File: config.mk
export PLATFORM = sky130hd
export DESIGN_NAME = systolic_ctrl
export DESIGN_NICKNAME = d
export VERILOG_FILES = /design/src/rtl/sa_ctrl_pkg.sv /design/src/rtl/sa_skew.sv /design/src/rtl/systolic_ctrl.sv
export SDC_FILE = /design/constraint.sdc
export NUM_CORES = 1
export LEC_CHECK = 0
export CAP_MARGIN = 20
export CORE_MARGIN = 5
export CORE_UTILIZATION = 40
export CTS_CLUSTER_SIZE = 25
export DETAILED_ROUTE_END_ITERATION = 6
export GPL_TIMING_DRIVEN = 0
export PLACE_DENSITY = 0.72
export SLEW_MARGIN = 40
export SYNTH_ARGS = -nofsm -noshare
export SYNTH_HDL_FRONTEND = slang
export SYNTH_SLANG_ARGS = --single-unit
File: constraint.sdc
create_clock -name clk -period 3.6 [get_ports clk]
set_clock_uncertainty 0.05 [all_clocks]
set_input_delay 1.08 -clock clk [delete_from_list [all_inputs] [get_ports clk]]
set_output_delay 1.08 -clock clk [all_outputs]
set_load 0.02 [all_outputs]
File: src/rtl/sa_ctrl_pkg.sv
// Shared types and width helpers for the weight-stationary systolic array sequencer.
package sa_ctrl_pkg;

    typedef enum logic [1:0] {IDLE, LOAD_W, STREAM, DONE} sa_ctrl_state_t;

    // Counter must hold the longest phase, L = K_MAX + ROWS + COLS.
    function automatic int cnt_width(input int k_max, input int rows, input int cols);
        return $clog2(k_max + rows + cols + 1);
    endfunction

    function automatic int addr_width(input int depth);
        return (depth > 1) ? $clog2(depth) : 1;
    endfunction

endpackage

File: src/rtl/sa_skew.sv
// Window decoder for the skewed wavefront: row r is live for s in [r+1, r+K],
// column c's psum leaves the south edge for s in [ROWS+c+1, ROWS+c+K].
module sa_skew
    import sa_ctrl_pkg::*;
#(
    parameter int ROWS  = 2,
    parameter int COLS  = 2,
    parameter int CNT_W = 5,
    parameter int K_W   = 5
) (
    input  logic             active,
    input  logic [CNT_W-1:0] s,
    input  logic [K_W-1:0]   k,
    output logic [ROWS-1:0]  row_valid,
    output logic [ROWS-1:0]  row_switch,
    output logic [COLS-1:0]  col_valid
);

    localparam int W = CNT_W + 1;

    logic [W-1:0] s_w;
    logic [W-1:0] k_w;

    assign s_w = W'(s);
    assign k_w = W'(k);

    genvar gi;
    generate
        for (gi = 0; gi < ROWS; gi++) begin : g_row
            localparam logic [W-1:0] LO = W'(gi + 1);
            assign row_valid[gi]  = active && (s_w >= LO) && (s_w < LO + k_w);
            assign row_switch[gi] = active && (s_w == LO) && (k_w != '0);
        end
        for (gi = 0; gi < COLS; gi++) begin : g_col
            localparam logic [W-1:0] LO = W'(ROWS + gi + 1);
            assign col_valid[gi] = active && (s_w >= LO) && (s_w < LO + k_w);
        end
    endgenerate

endmodule

File: src/rtl/systolic_ctrl.sv
// Weight-stationary sequencer: loads weights bottom-row-first, then streams skewed inputs.
// Optional SYSTOLIC_CTRL_PERF_EN adds busy-cycle and job counters.
module systolic_ctrl
    import sa_ctrl_pkg::*;
#(
    parameter int ROWS  = 2,
    parameter int COLS  = 2,
    parameter int K_MAX = 16
) (
    input  logic                                     clk,
    input  logic                                     rst,
    input  logic                                     cmd_valid,
    output logic                                     cmd_ready,
    input  logic [$clog2(K_MAX+1)-1:0]               cmd_num_vec,
    input  logic                                     cmd_reuse_w,
    output logic                                     busy,
    output logic                                     done,
    output logic                                     wbuf_rd_en,
    output logic [addr_width(ROWS)-1:0]              wbuf_rd_addr,
    output logic [COLS-1:0]                          sa_accept_w,
    output logic                                     ibuf_rd_en,
    output logic [addr_width(K_MAX)-1:0]             ibuf_rd_addr,
    output logic [ROWS-1:0]                          sa_valid,
    output logic [ROWS-1:0]                          sa_switch,
    output logic [COLS-1:0]                          out_valid
`ifdef SYSTOLIC_CTRL_PERF_EN
    ,
    output logic [31:0]                              perf_busy_cycles,
    output logic [15:0]                              perf_jobs
`endif
);

    localparam int KW    = $clog2(K_MAX + 1);
    localparam int CNT_W = cnt_width(K_MAX, ROWS, COLS);
    localparam int WA    = addr_width(ROWS);
    localparam int IA    = addr_width(K_MAX);

    sa_ctrl_state_t   state_reg, state_next;
    logic [CNT_W-1:0] cnt_reg, cnt_next;
    logic [KW-1:0]    k_reg, k_next;
    logic [KW-1:0]    k_clamped;
    logic [CNT_W-1:0] stream_last;

    assign k_clamped   = (cmd_num_vec > KW'(K_MAX)) ? KW'(K_MAX) : cmd_num_vec;
    assign stream_last = CNT_W'(k_reg) + CNT_W'(ROWS + COLS - 1);

    always_ff @(posedge clk) begin
        if (rst) begin
            state_reg <= IDLE;
            cnt_reg   <= '0;
            k_reg     <= '0;
        end else begin
            state_reg <= state_next;
            cnt_reg   <= cnt_next;
            k_reg     <= k_next;
        end
    end

    always_comb begin
        state_next   = state_reg;
        cnt_next     = cnt_reg;
        k_next       = k_reg;
        cmd_ready    = 1'b0;
        busy         = 1'b1;
        done         = 1'b0;
        wbuf_rd_en   = 1'b0;
        wbuf_rd_addr = '0;
        sa_accept_w  = '0;
        ibuf_rd_en   = 1'b0;
        ibuf_rd_addr = '0;
        case (state_reg)
            IDLE: begin
                cmd_ready = 1'b1;
                busy      = 1'b0;
                cnt_next  = '0;
                if (cmd_valid) begin
                    k_next = k_clamped;
                    if (!cmd_reuse_w)
                        state_next = LOAD_W;
                    else if (k_clamped == '0)
                        state_next = DONE;
                    else
                        state_next = STREAM;
                end
            end
            LOAD_W: begin
                // Row ROWS-1 is fetched first so it sinks to the bottom of the array.
                if (cnt_reg < CNT_W'(ROWS)) begin
                    wbuf_rd_en   = 1'b1;
                    wbuf_rd_addr = WA'(CNT_W'(ROWS - 1) - cnt_reg);
                end
                if (cnt_reg != '0)
                    sa_accept_w = '1;
                if (cnt_reg == CNT_W'(ROWS)) begin
                    cnt_next   = '0;
                    state_next = (k_reg == '0) ? DONE : STREAM;
                end else begin
                    cnt_next = cnt_reg + 1'b1;
                end
            end
            STREAM: begin
                if (cnt_reg < CNT_W'(k_reg)) begin
                    ibuf_rd_en   = 1'b1;
                    ibuf_rd_addr = IA'(cnt_reg);
                end
                if (cnt_reg == stream_last) begin
                    cnt_next   = '0;
                    state_next = DONE;
                end else begin
                    cnt_next = cnt_reg + 1'b1;
                end
            end
            DONE: begin
                done       = 1'b1;
                cnt_next   = '0;
                state_next = IDLE;
            end
            default: begin
                cnt_next   = '0;
                state_next = IDLE;
            end
        endcase
    end

    sa_skew #(
        .ROWS  (ROWS),
        .COLS  (COLS),
        .CNT_W (CNT_W),
        .K_W   (KW)
    ) u_skew (
        .active     (state_reg == STREAM),
        .s          (cnt_reg),
        .k          (k_reg),
        .row_valid  (sa_valid),
        .row_switch (sa_switch),
        .col_valid  (out_valid)
    );

`ifdef SYSTOLIC_CTRL_PERF_EN
    always_ff @(posedge clk) begin
        if (rst) begin
            perf_busy_cycles <= '0;
            perf_jobs        <= '0;
        end else begin
            if (busy && (perf_busy_cycles != '1))
                perf_busy_cycles <= perf_busy_cycles + 1'b1;
            if (done && (perf_jobs != '1))
                perf_jobs <= perf_jobs + 1'b1;
        end
    end
`endif

endmodule

Yosys cells after proc, flatten, opt, wreduce, memory -nomap -nowiden

Cells that the tools add are included.

Bits in registers: 12
Output and inout bits: 18
Word-level logic and storage cells: 74

Add/subtract/negate cells: 7
Order comparisons: 11
Equality and inequality tests: 9
Muxes and demuxes: 24
Reduce and logical (&&, ||, !) cells: 20

Operators by type and width:

| cell                                                 | count |
|---|---|
| < comparator 5 x 6 -> 1 bit                          | 4 |
| two-way mux 5 bit                                    | 3 |
| one-hot mux 5 bit (3 select lines)                   | 1 |
| adder 2 x 5 -> 6 bit, first input constant           | 2 |
| logical AND 1 bit                                    | 12 |
| two-way mux 2 bit                                    | 6 |
| two-way mux 1 bit                                    | 11 |
| >= comparator 5 x 2 -> 1 bit, second input constant  | 2 |
| logical NOT 5 bit                                    | 2 |
| two-way mux 4 bit                                    | 2 |
| one-hot mux 2 bit (4 select lines)                   | 1 |
| adder 1 x 5 -> 6 bit, first input constant           | 1 |
| adder 3 x 5 -> 6 bit, first input constant           | 1 |
| nonzero test 6 bit                                   | 1 |
| adder 5 x 1 -> 5 bit, second input constant          | 1 |
| adder 5 x 2 -> 5 bit, second input constant          | 1 |
| equality test 5 x 1 -> 1 bit, second input constant  | 1 |
| equality test 5 x 2 -> 1 bit, second input constant  | 1 |
| equality test 5 bit                                  | 1 |
| >= comparator 5 x 1 -> 1 bit, second input constant  | 1 |
| >= comparator 5 x 3 -> 1 bit, second input constant  | 1 |
| greater-than comparator 5 bit, second input constant | 1 |
| < comparator 5 x 2 -> 1 bit, second input constant   | 1 |
| < comparator 5 bit                                   | 1 |
| other kinds (10)                                     | 12 |

Logic depth before layout (Yosys ltp)

Gate-level depths: netlist of the first run.

Depth in word-level cells: 7
Depth in mapped cells: 9

Modules after synthesis

A second synthesis of the first run with hierarchy kept.

Cells, all modules: 198
Area total of the unflattened synthesis: 1590.3 um2

Modules (own cells, without submodules):

| module        | times used | cells an instance | area each (um2) | sequential area each (um2) |
|---|---|---|---|---|
| systolic_ctrl | 1          | 114               | 924.6           | 240.2 |
| sa_skew       | 1          | 84                | 665.6           | 0.0 |

Worst setup path before layout of the first run

OpenSTA, ideal clock, no wires.

Path kind: flip-flop to output port
From: register k_reg[1]
To: output port out_valid[0]
Data arrival time: 2.038 ns
Required time: 2.470 ns
Slack: 0.432 ns
Cell stages (with the launch flop): 9
Buffers on the path: 0
Path through: dfxtp_1 -> inv_1 -> ha_1 -> a21oi_1 -> xnor2_1 -> ha_1 -> o211a_1 -> a2111oi_0 -> o211a_1

Word-level cells in the longest chain between the ends: 3

RTL lines:

| what                        | line                | source |
|---|---|---|
| start, declared             | systolic_ctrl.sv:40 | `logic [KW-1:0] k_reg, k_next;` |
| start signal, assigned      | systolic_ctrl.sv:55 | `k_reg <= k_next;` |
| adder 2 x 5 -> 6 bit        | sa_skew.sv:36       | `assign col_valid[gi] = active && (s_w >= LO) && (s_w < LO + k_w);` |
| < comparator 5 x 6 -> 1 bit | sa_skew.sv:36       |  |
| logical AND 1 bit           | sa_skew.sv:36       |  |
| end, declared               | systolic_ctrl.sv:25 | `output logic [COLS-1:0] out_valid` |

No other way between the ends.

Final worst setup path of the first run

From: register k_reg[0]
To: output port out_valid[0]

Same word-level chain as after synthesis.

==> results of run 1 <==
## power groups by stage
stage          sequential [uW]  combinational, uW  clock, uW
2_1_floorplan              181                297          0
3_3_place_gp               190                409          0
3_5_place_dp               191                413          0
4_1_cts                    195                411        151
5_1_grt                    200                461        158
6_report                   195                413        149
## per-stage QoR
step                      power, uW  hold WS, ns  instances
after global placement          599        0.469        249
after detailed placement        604        0.475        249
after global routing            819        0.510        253
after CTS                       758        0.484        252
after floorplan                 478        0.437        176
final                           757        0.474        253
## worst min path at each step
stage,from,endpoint,cells past startpoint
after global placement,state_reg[0],state_reg[0],2
after detailed placement,state_reg[0],state_reg[0],2
after CTS,state_reg[0],state_reg[0],2
final,state_reg[0],state_reg[0],2
after global routing,state_reg[0],state_reg[0],2
after floorplan,state_reg[0],state_reg[0],2
## cell type report
| class | instances | share of cell area, % |
|---|---|---|
| Multi-Input combinational cell | 145 | 62.5 |
| Timing Repair Buffer | 26 | 14.0 |
| Sequential cell | 12 | 13.5 |
| Tap cell | 48 | 3.22 |
| Clock buffer | 4 | 2.95 |
| Inverter | 14 | 2.82 |
| Buffer | 4 | 1.01 |
## placed cells by master (no fill, tap or decap), types with 3 or more instances in the layout
master,instances
xor2_1,3
nor3b_1,5
clkbuf_8,4
clkdlybuf4s50_1,17
dfxtp_1,7
dfxtp_2,3
o21ai_0,8
a211oi_1,3
dlymetal6s2s_1,4
a21oi_1,11
xnor2_1,9
nor2b_1,6
buf_4,3
nor2_1,12
dlygate4sd2_1,3
ha_1,34
nand2_1,13
inv_1,14
nand3_1,7
## cells by family after synthesis
| family | count (synthesis) | synth area share, % |
|---|---|---|
| buf+inv | 19 | 5.15 |
| simple gates | 56 | 21.0 |
| fa+ha+maj | 35 | 30.0 |
| flops | 12 | 16.5 |
| xor+xnor | 12 | 7.21 |
| mux | 2 | 1.37 |
| compound gates | 40 | 18.7 |
## worst max-delay path, stage by stage, from the launching register on
cell	delay, ns
dfxtp_4	0.38
inv_1	0.10
ha_1	0.32
ha_1	0.30
nor2b_1	0.14
o211a_1	0.24
a2111oi_4	0.33
o211a_1	0.18
buf_4	0.14
## routing by layer
metal  wire length [um]  vias to the layer above  GRT usage [%]
li1                   -                      689              -
met4                 21                        0           2.55
met1               1620                      630           17.3
met3                182                        4           3.17
met5                  0                        -              0
met2               1520                       28           21.9
## timing repair
action,in CTS,in global routing
pin swaps,1,2
setup buffers,0,1
setup endpoints to repair,8,6
gates resized for setup,17,8
==> results.yml, run 1 <==
global_route:
  grt_max_degree: 13
  grt.overflow.total: 0
  grt_usage_pct: 13.2
  grt_pass1_vias: 1186
  grt_pass1_wl_um: 5460
  antenna_found_initial: 0
worst_setup_path:
  startpoint: "k_reg[0]"
  rr_startpoint: "k_reg[3]"
  critPathCapture: "out_valid[0]"
  reg2reg_slack_ns: 1.27
  cp.arrival_ns: 2.38
  worstPathRequired_ns: 2.47
  startpoint_type: "register"
  end_kind: "output port"
  cp_max_fo: 6
  worstRegToRegCells: 8
  r2r-end: "state_reg[1]"
  setup.worst_path.class: "register to output port"
synthesis:
  yosysWarnings: 0
  ys_top_cells_by_count: "ha_1 (35), inv_1 (14), nand2_1 (13)"
  synth-edff-count: 0
  synthesis.area_um2: 1460
  netlist_instances: 176
  synth.net_count: 220
  synth_seq_cells: 12
  synth-seq-area-share_pct: 16.5
  ys_async_sr_fraction_pct: 0
  synthDistinctLibCells: 42
  synth.avg_cell_area_um2: 8.28
  synth-main-ff-cell: "dfxtp_1"
  synth.largest_area_cell: "ha_1"
  synth.top_cell.area_share_pct: 30.0
  yosys-top-cells-area: "ha_1 (30%), dfxtp_1 (16%), xnor2_1 (5.4%)"
  yosysMostFrequentCell: "ha_1"
power_and_ir_drop:
  swShare_pct: 42.0
  clkPwrFrac_pct: 19.6
  vdd_ir_drop_max_v: 0.000212
  power_density_nw_per_um2: 405
  seqPwrFrac_pct: 25.8
  power_switching_uw: 318
  p_int_uw: 439
  leakage_uw: 0.000858
  pwr-share-comb_pct: 54.6
place:
  pre_cts_slack_ns: -0.334
  gp_congestion: 0.828
  portBuffers: 25
  dpl.hpwl_um: 2540
  dpl_cell_area_um2: 1770
timing:
  tightest_slew_ns: 0.510
  slew_headroom_pct: 65.9
  fin_crit_ns: 3.51
  drv_slew: 0
  finalSetupViolCount: 0
  max_freq_mhz: 285
  tns_ns: 0
  fin_crit_sh_pct: 97.6
  hold_viol: 0
  fin_ws_ns: 0.0874
  grt_setup_unrepaired: "true"
final_layout:
  area_delta_synth_final_pct: 28.1
  fill_cells: 363
  design_area_um2: 1870
  nets: 250
  drive_above_1_share_pct: 9.27
  multiInputGateArea_um2: 1170
  utilization_pct: 51.8
  n_antenna_cell: 0
  seq_area_um2: 251
status:
  status: "finished clean"
drt:
  drc: 0
  vias: 1351
  drtIter0Drc: 80
  drt-total-wl_um: 3340
  postRouteAntennaNets: 0
  dr.pass1.iters: 4
  wl_per_cell_um: 13.2
  via_per_inst: 5.34
worst_hold_path:
  worstHoldPathType: "register to register"
clock_network:
  clkSinkCount: 12
  numCtsBuffers: 3
  clock_path_buffers: 2
  cts_root_buf: "clkbuf_8"
  cts_tree: "built"
  worstSkewPairLatency_ns: 0.24
  postCtsHoldBufs: 0
  cts.clk_slew.worst_paths_ns: 0.05
  cts_max_level: 1
die:
  start_util_pct: 40.4
  row_count: 22
  die_w_um: 70.4
  fp.dieH_um: 70.4
  pin_count: 27
  core_area_um2: 3610
  die_area_um2: 4950
flow_run:
  drv_cap: 0
(Power assumes the default switching activity.)
==> run 2, diff against run 1 <==
PLACE_DENSITY = 0.74   (was 0.72)
clock period = 3 ns   (was 3.6 ns; I/O delays follow)
==> run 2 against run 1 <==
Compared with the run above: the flow now finishes with violations (negative setup slack); setup slack worse by 0.16 ns; sequential share of layout area grew 0.20 points; cell count is 1.2% higher; sequential power is 22% higher; die area is the same; core utilization up 2.0 points; design area increased by 4.0%; combinational power increased by 28%; via count decreased by 1.2%; power is 25% higher; critical path type unchanged; largest cell class unchanged.
==> results.yml, run 2 (synthesis gave the netlist of run 1 again) <==
die:
  die_area_um2: 4950
  pin_count: 27
  row_count: 22
  core_area_um2: 3610
  die_w_um: 70.4
  fp.dieH_um: 70.4
  start_util_pct: 40.4
timing:
  slew_headroom_pct: 71.2
  hold_viol: 0
  max_freq_mhz: 326
  tightest_slew_ns: 0.433
  hold_ws_ns: 0.460
  grt_setup_unrepaired: "true"
  finalSetupViolCount: 1
  fin_crit_ns: 3.07
  fin_ws_ns: -0.0706
  drv_slew: 0
  tns_ns: -0.0706
  fin_crit_sh_pct: 102
worst_setup_path:
  cp_max_fo: 4
  setup.worst_path.class: "register to output port"
  worstRegToRegCells: 8
  startpoint_type: "register"
  end_kind: "output port"
  worstPathRequired_ns: 2.05
  cp.arrival_ns: 2.12
global_route:
  antenna_found_initial: 0
  grt_max_degree: 13
  grt_usage_pct: 14.1
  grt.overflow.total: 0
  grt_pass1_wl_um: 5780
  grt_pass1_vias: 1313
final_layout:
  nets: 253
  seq_area_um2: 265
  n_antenna_cell: 0
  area_delta_synth_final_pct: 33.1
  layout.cells.most_common_list: "ha_1 (30), clkdlybuf4s50_1 (14), nand2_1 (13)"
  drive_above_1_share_pct: 20.7
  fill_cells: 351
  mostFrequentLayoutCell: "ha_1"
  design_area_um2: 1940
  multiInputGateArea_um2: 1220
clock_network:
  cts_max_level: 1
  cts.clk_slew.worst_paths_ns: 0.06
  clock_path_buffers: 2
  cts_tree: "built"
  cts_root_buf: "clkbuf_8"
  numCtsBuffers: 3
  worstSkewPairLatency_ns: 0.24
  clkSinkCount: 12
  postCtsHoldBufs: 0
place:
  dpl_cell_area_um2: 1770
  dpl.hpwl_um: 2610
  gp_congestion: 0.812
  portBuffers: 25
drt:
  vias: 1335
  postRouteAntennaNets: 0
  drt-total-wl_um: 3500
  drtIter0Drc: 70
  drc: 0
  via_per_inst: 5.21
  wl_per_cell_um: 13.7
  dr.pass1.iters: 4
flow_run:
  drv_cap: 0
worst_hold_path:
  worstHoldPathType: "register to register"
  hold_depth: 1
power_and_ir_drop:
  power_density_nw_per_um2: 486
  leakage_uw: 0.000826
  vdd_ir_drop_max_v: 0.000324
status:
  violations: "negative setup slack"
  status: "finished, violations left"
[run 2: cell types whose count changed in the layout (fill, tap and decap cells not counted), sizes merged]
cell and delta:
dlymetal6s2s -4, buf +6, clkdlybuf4s15 +1, clkdlybuf4s50 -3, clkbuf +3
[run 2: what timing repair did]
action / CTS / global route
endpoints found under the setup margin: 14 / 12
resized for setup: 54 / 23
buffers inserted: 2 / 2
pin swaps: 7 / 5
[run 2: routing by layer]
layer	wire (um)	up-vias	part of all wire, %	track usage (%)
met5	0	-	0	0
met4	25	0	0.71	4.68
met3	136	4	3.9	2.45
met2	1610	30	46	23.8
met1	1730	607	49	17.9
li1	-	694	-	-
[run 2: per-stage QoR]
stage	instances	utilization, %	power, uW	worst slack [ns]
after detailed placement	249	49.0	728	-0.710
after CTS	254	52.7	928	-0.101
after floorplan	176	-	574	0.0119
after global routing	256	53.8	1020	-0.182
final	256	53.8	943	-0.0706
after global placement	249	49.0	717	-0.716
[run 2: where the power goes]
part           switching [uW]  leakage (uW)  internal, uW
Sequential               49.6      0.000103           188
Combinational             285      0.000694           243
Clock                    62.0     0.0000288           116
Total                     397      0.000826           546
[run 2: area by class of cell]
cell class	count	area share, %
plain buffers	4	1.03
multi-input cells	145	62.9
well taps	48	3.09
clock buffers	4	2.84
repair buffers	29	13.5
flip-flops and latches	12	13.7
inverters	14	2.97
[run 2: worst paths after layout]
kind,from,to,slack [ns]
hold / removal,cnt_reg[0],cnt_reg[0],0.46
setup reg to reg,k_reg[2],state_reg[1],0.72
setup / recovery,k_reg[1],out_valid[0],-0.07
hold reg to reg,cnt_reg[0],cnt_reg[0],0.46
[run 2: critical path, stage by stage (launching register included)]
cell and delay [ns]:
dfxtp_4 0.38, inv_6 0.05, ha_4 0.15, a21oi_2 0.17, xnor2_1 0.14, ha_1 0.27, buf_6 0.13, a2111oi_4 0.28
o211a_1 0.19, buf_6 0.11
==> run 3, diff against run 2 <==
PLACE_DENSITY = 0.73   (was 0.74)
SYNTH_HIERARCHICAL = 1   (was default)
==> run 3 against run 2 <==
Compared with the run above: the flow still finishes with violations (negative setup slack); setup slack improved by 0.056 ns; register-to-register slack better by 0.03 ns; cell count is 16% higher; count of clock-buffer cells in the layout unchanged; clock power about the same; fmax rose by 1.9%; area after synthesis grew 9.1%; critical endpoint unchanged; largest power group unchanged.
==> results.yml, run 3 <==
status:
  status: "finished, violations left"
  violations: "negative setup slack"
synthesis:
  yosys-top-cells-area: "ha_1 (28%), dfxtp_1 (15%), xnor2_1 (6.1%)"
  synth.avg_cell_area_um2: 8.03
  netlist_instances: 198
  yosysMostFrequentCell: "ha_1"
  synth-seq-area-share_pct: 15.1
  synth-edff-count: 0
  synth.net_count: 242
  yosysWarnings: 6
  synth_seq_cells: 12
  ys_top_cells_by_count: "ha_1 (35), inv_1 (18), nor2_1 (16)"
  synthDistinctLibCells: 43
  ys_async_sr_fraction_pct: 0
  synth.top_cell.area_share_pct: 27.5
  synth-main-ff-cell: "dfxtp_1"
  synth.largest_area_cell: "ha_1"
  synthesis.area_um2: 1590
global_route:
  grt_pass1_vias: 1564
  grt.overflow.total: 0
  antenna_found_initial: 0
  grt_usage_pct: 16.3
  grt_max_degree: 14
  grt_pass1_wl_um: 7040
flow_run:
  drv_cap: 0
power_and_ir_drop:
  power_density_nw_per_um2: 465
  vdd_ir_drop_max_v: 0.000381
  leakage_uw: 0.000991
place:
  placed_cells: 274
  dpl_cell_area_um2: 1910
  portBuffers: 26
  dpl.hpwl_um: 2770
  gp_congestion: 0.893
worst_setup_path:
  startpoint_type: "register"
  cp_max_fo: 6
  end_kind: "output port"
  cp.arrival_ns: 2.06
  worstPathRequired_ns: 2.05
  setup.worst_path.class: "register to output port"
final_layout:
  fill_cells: 372
  area_delta_synth_final_pct: 40.0
  multiInputGateArea_um2: 1340
  nets: 292
  mostFrequentLayoutCell: "ha_1"
  fin_cells: 297
  layout.cells.most_common_list: "ha_1 (31), buf_4 (24), inv_1 (16), nor2_1 (16), clkdlybuf4s50_1 (13)"
  seq_area_um2: 263
  design_area_um2: 2230
  drive_above_1_share_pct: 26.3
  n_antenna_cell: 0
die:
  die_w_um: 73.1
  fp.dieH_um: 73.1
  core_area_um2: 3910
  pin_count: 27
  die_area_um2: 5340
  start_util_pct: 40.6
  row_count: 23
timing:
  max_freq_mhz: 332
  tns_ns: -0.0323
  drv_slew: 0
  grt_setup_unrepaired: "true"
  fin_ws_ns: -0.0141
  slew_headroom_pct: 69.7
  hold_viol: 0
  finalSetupViolCount: 3
  fin_crit_ns: 3.01
  tightest_slew_ns: 0.453
  fin_crit_sh_pct: 100
clock_network:
  numCtsBuffers: 3
  postCtsHoldBufs: 0
  clock_path_buffers: 2
  clkSinkCount: 12
  cts_root_buf: "clkbuf_8"
  worstSkewPairLatency_ns: 0.24
  cts_tree: "built"
  cts.clk_slew.worst_paths_ns: 0.05
  cts_max_level: 1
drt:
  postRouteAntennaNets: 0
  via_per_inst: 5.43
  drc: 0
  dr.pass1.iters: 4
  wl_per_cell_um: 14.4
  drtIter0Drc: 71
  drt-total-wl_um: 4290
  vias: 1612
worst_hold_path:
  worstHoldPathType: "register to register"
## run 3: logic make-up (layout without fill, tap and decap cells)
family | after synthesis | count (layout) | share of synthesized area, %
fa+ha+maj | 35 | 35 | 27.5
xor+xnor | 17 | 17 | 9.36
compound gates | 45 | 45 | 19.1
buf+inv | 24 | 73 | 6.53
simple gates | 63 | 63 | 21.0
mux | 2 | 2 | 1.34
flops | 12 | 12 | 15.1
## run 3: per-layer routing
layer | global-route usage [%] | vias to the layer above | routed length (um) | share of wire, %
li1 | - | 801 | - | -
met1 | 19.5 | 763 | 1840 | 43
met2 | 30.0 | 42 | 2220 | 52
met3 | 2.62 | 6 | 182 | 4.2
met4 | 3.89 | 0 | 44 | 1.0
met5 | 0 | - | 0 | 0
## run 3: report_power, final
part           total [uW]  internal, uW  leakage [uW]  switching (uW)
sequential            241           188      0.000103            52.6
clock                 177           116     0.0000288            61.2
combinational         618           281      0.000860             337
total                1040           585      0.000991             451
## run 3: timing repair
item	CTS	global route
cloned	0	0
pin swaps	2	8
resized for setup	60	30
buffers inserted	13	6
setup endpoints to repair	15	14
endpoints found under the hold margin	0	0
## run 3: worst paths after layout
check / start / to / slack (ns) / cells past startpoint
hold reg to reg: k_reg[4] / k_reg[4] / 0.49 / 2
hold / removal: k_reg[4] / k_reg[4] / 0.49 / 2
setup / recovery: k_reg[1] / out_valid[0] / -0.01 / 10
setup reg to reg: k_reg[1] / state_reg[1] / 0.75 / 8
## run 3: critical path: stages, from the launching register on
cell and delay [ns]:
dfxtp_4 0.38, buf_12 0.13, ha_4 0.17, a21oi_4 0.14, xnor2_1 0.09, ha_1 0.27, o21ai_0 0.07, a21oi_1 0.13
o221ai_1 0.11, and3_1 0.20, buf_6 0.13
## run 3: metrics by stage
| stage | utilization (%) | power (uW) | setup slack [ns] | hold WS [ns] |
|---|---|---|---|---|
| after floorplan | - | 621 | 0.0865 | 0.432 |
| after global placement | 48.9 | 783 | -0.618 | 0.478 |
| after detailed placement | 48.9 | 788 | -0.614 | 0.482 |
| after CTS | 53.3 | 1000 | -0.0385 | 0.492 |
| after global routing | 56.9 | 1120 | -0.0953 | 0.547 |
| final | 56.9 | 1040 | -0.0141 | 0.493 |
## run 3: cell type report
cell class,instances,share of cell area (%)
repair buffers,45,17.8
well taps,50,2.81
plain buffers,6,1.74
inverters,18,3.15
clock buffers,4,2.47
flip-flops and latches,12,11.8
multi-input cells,162,60.3
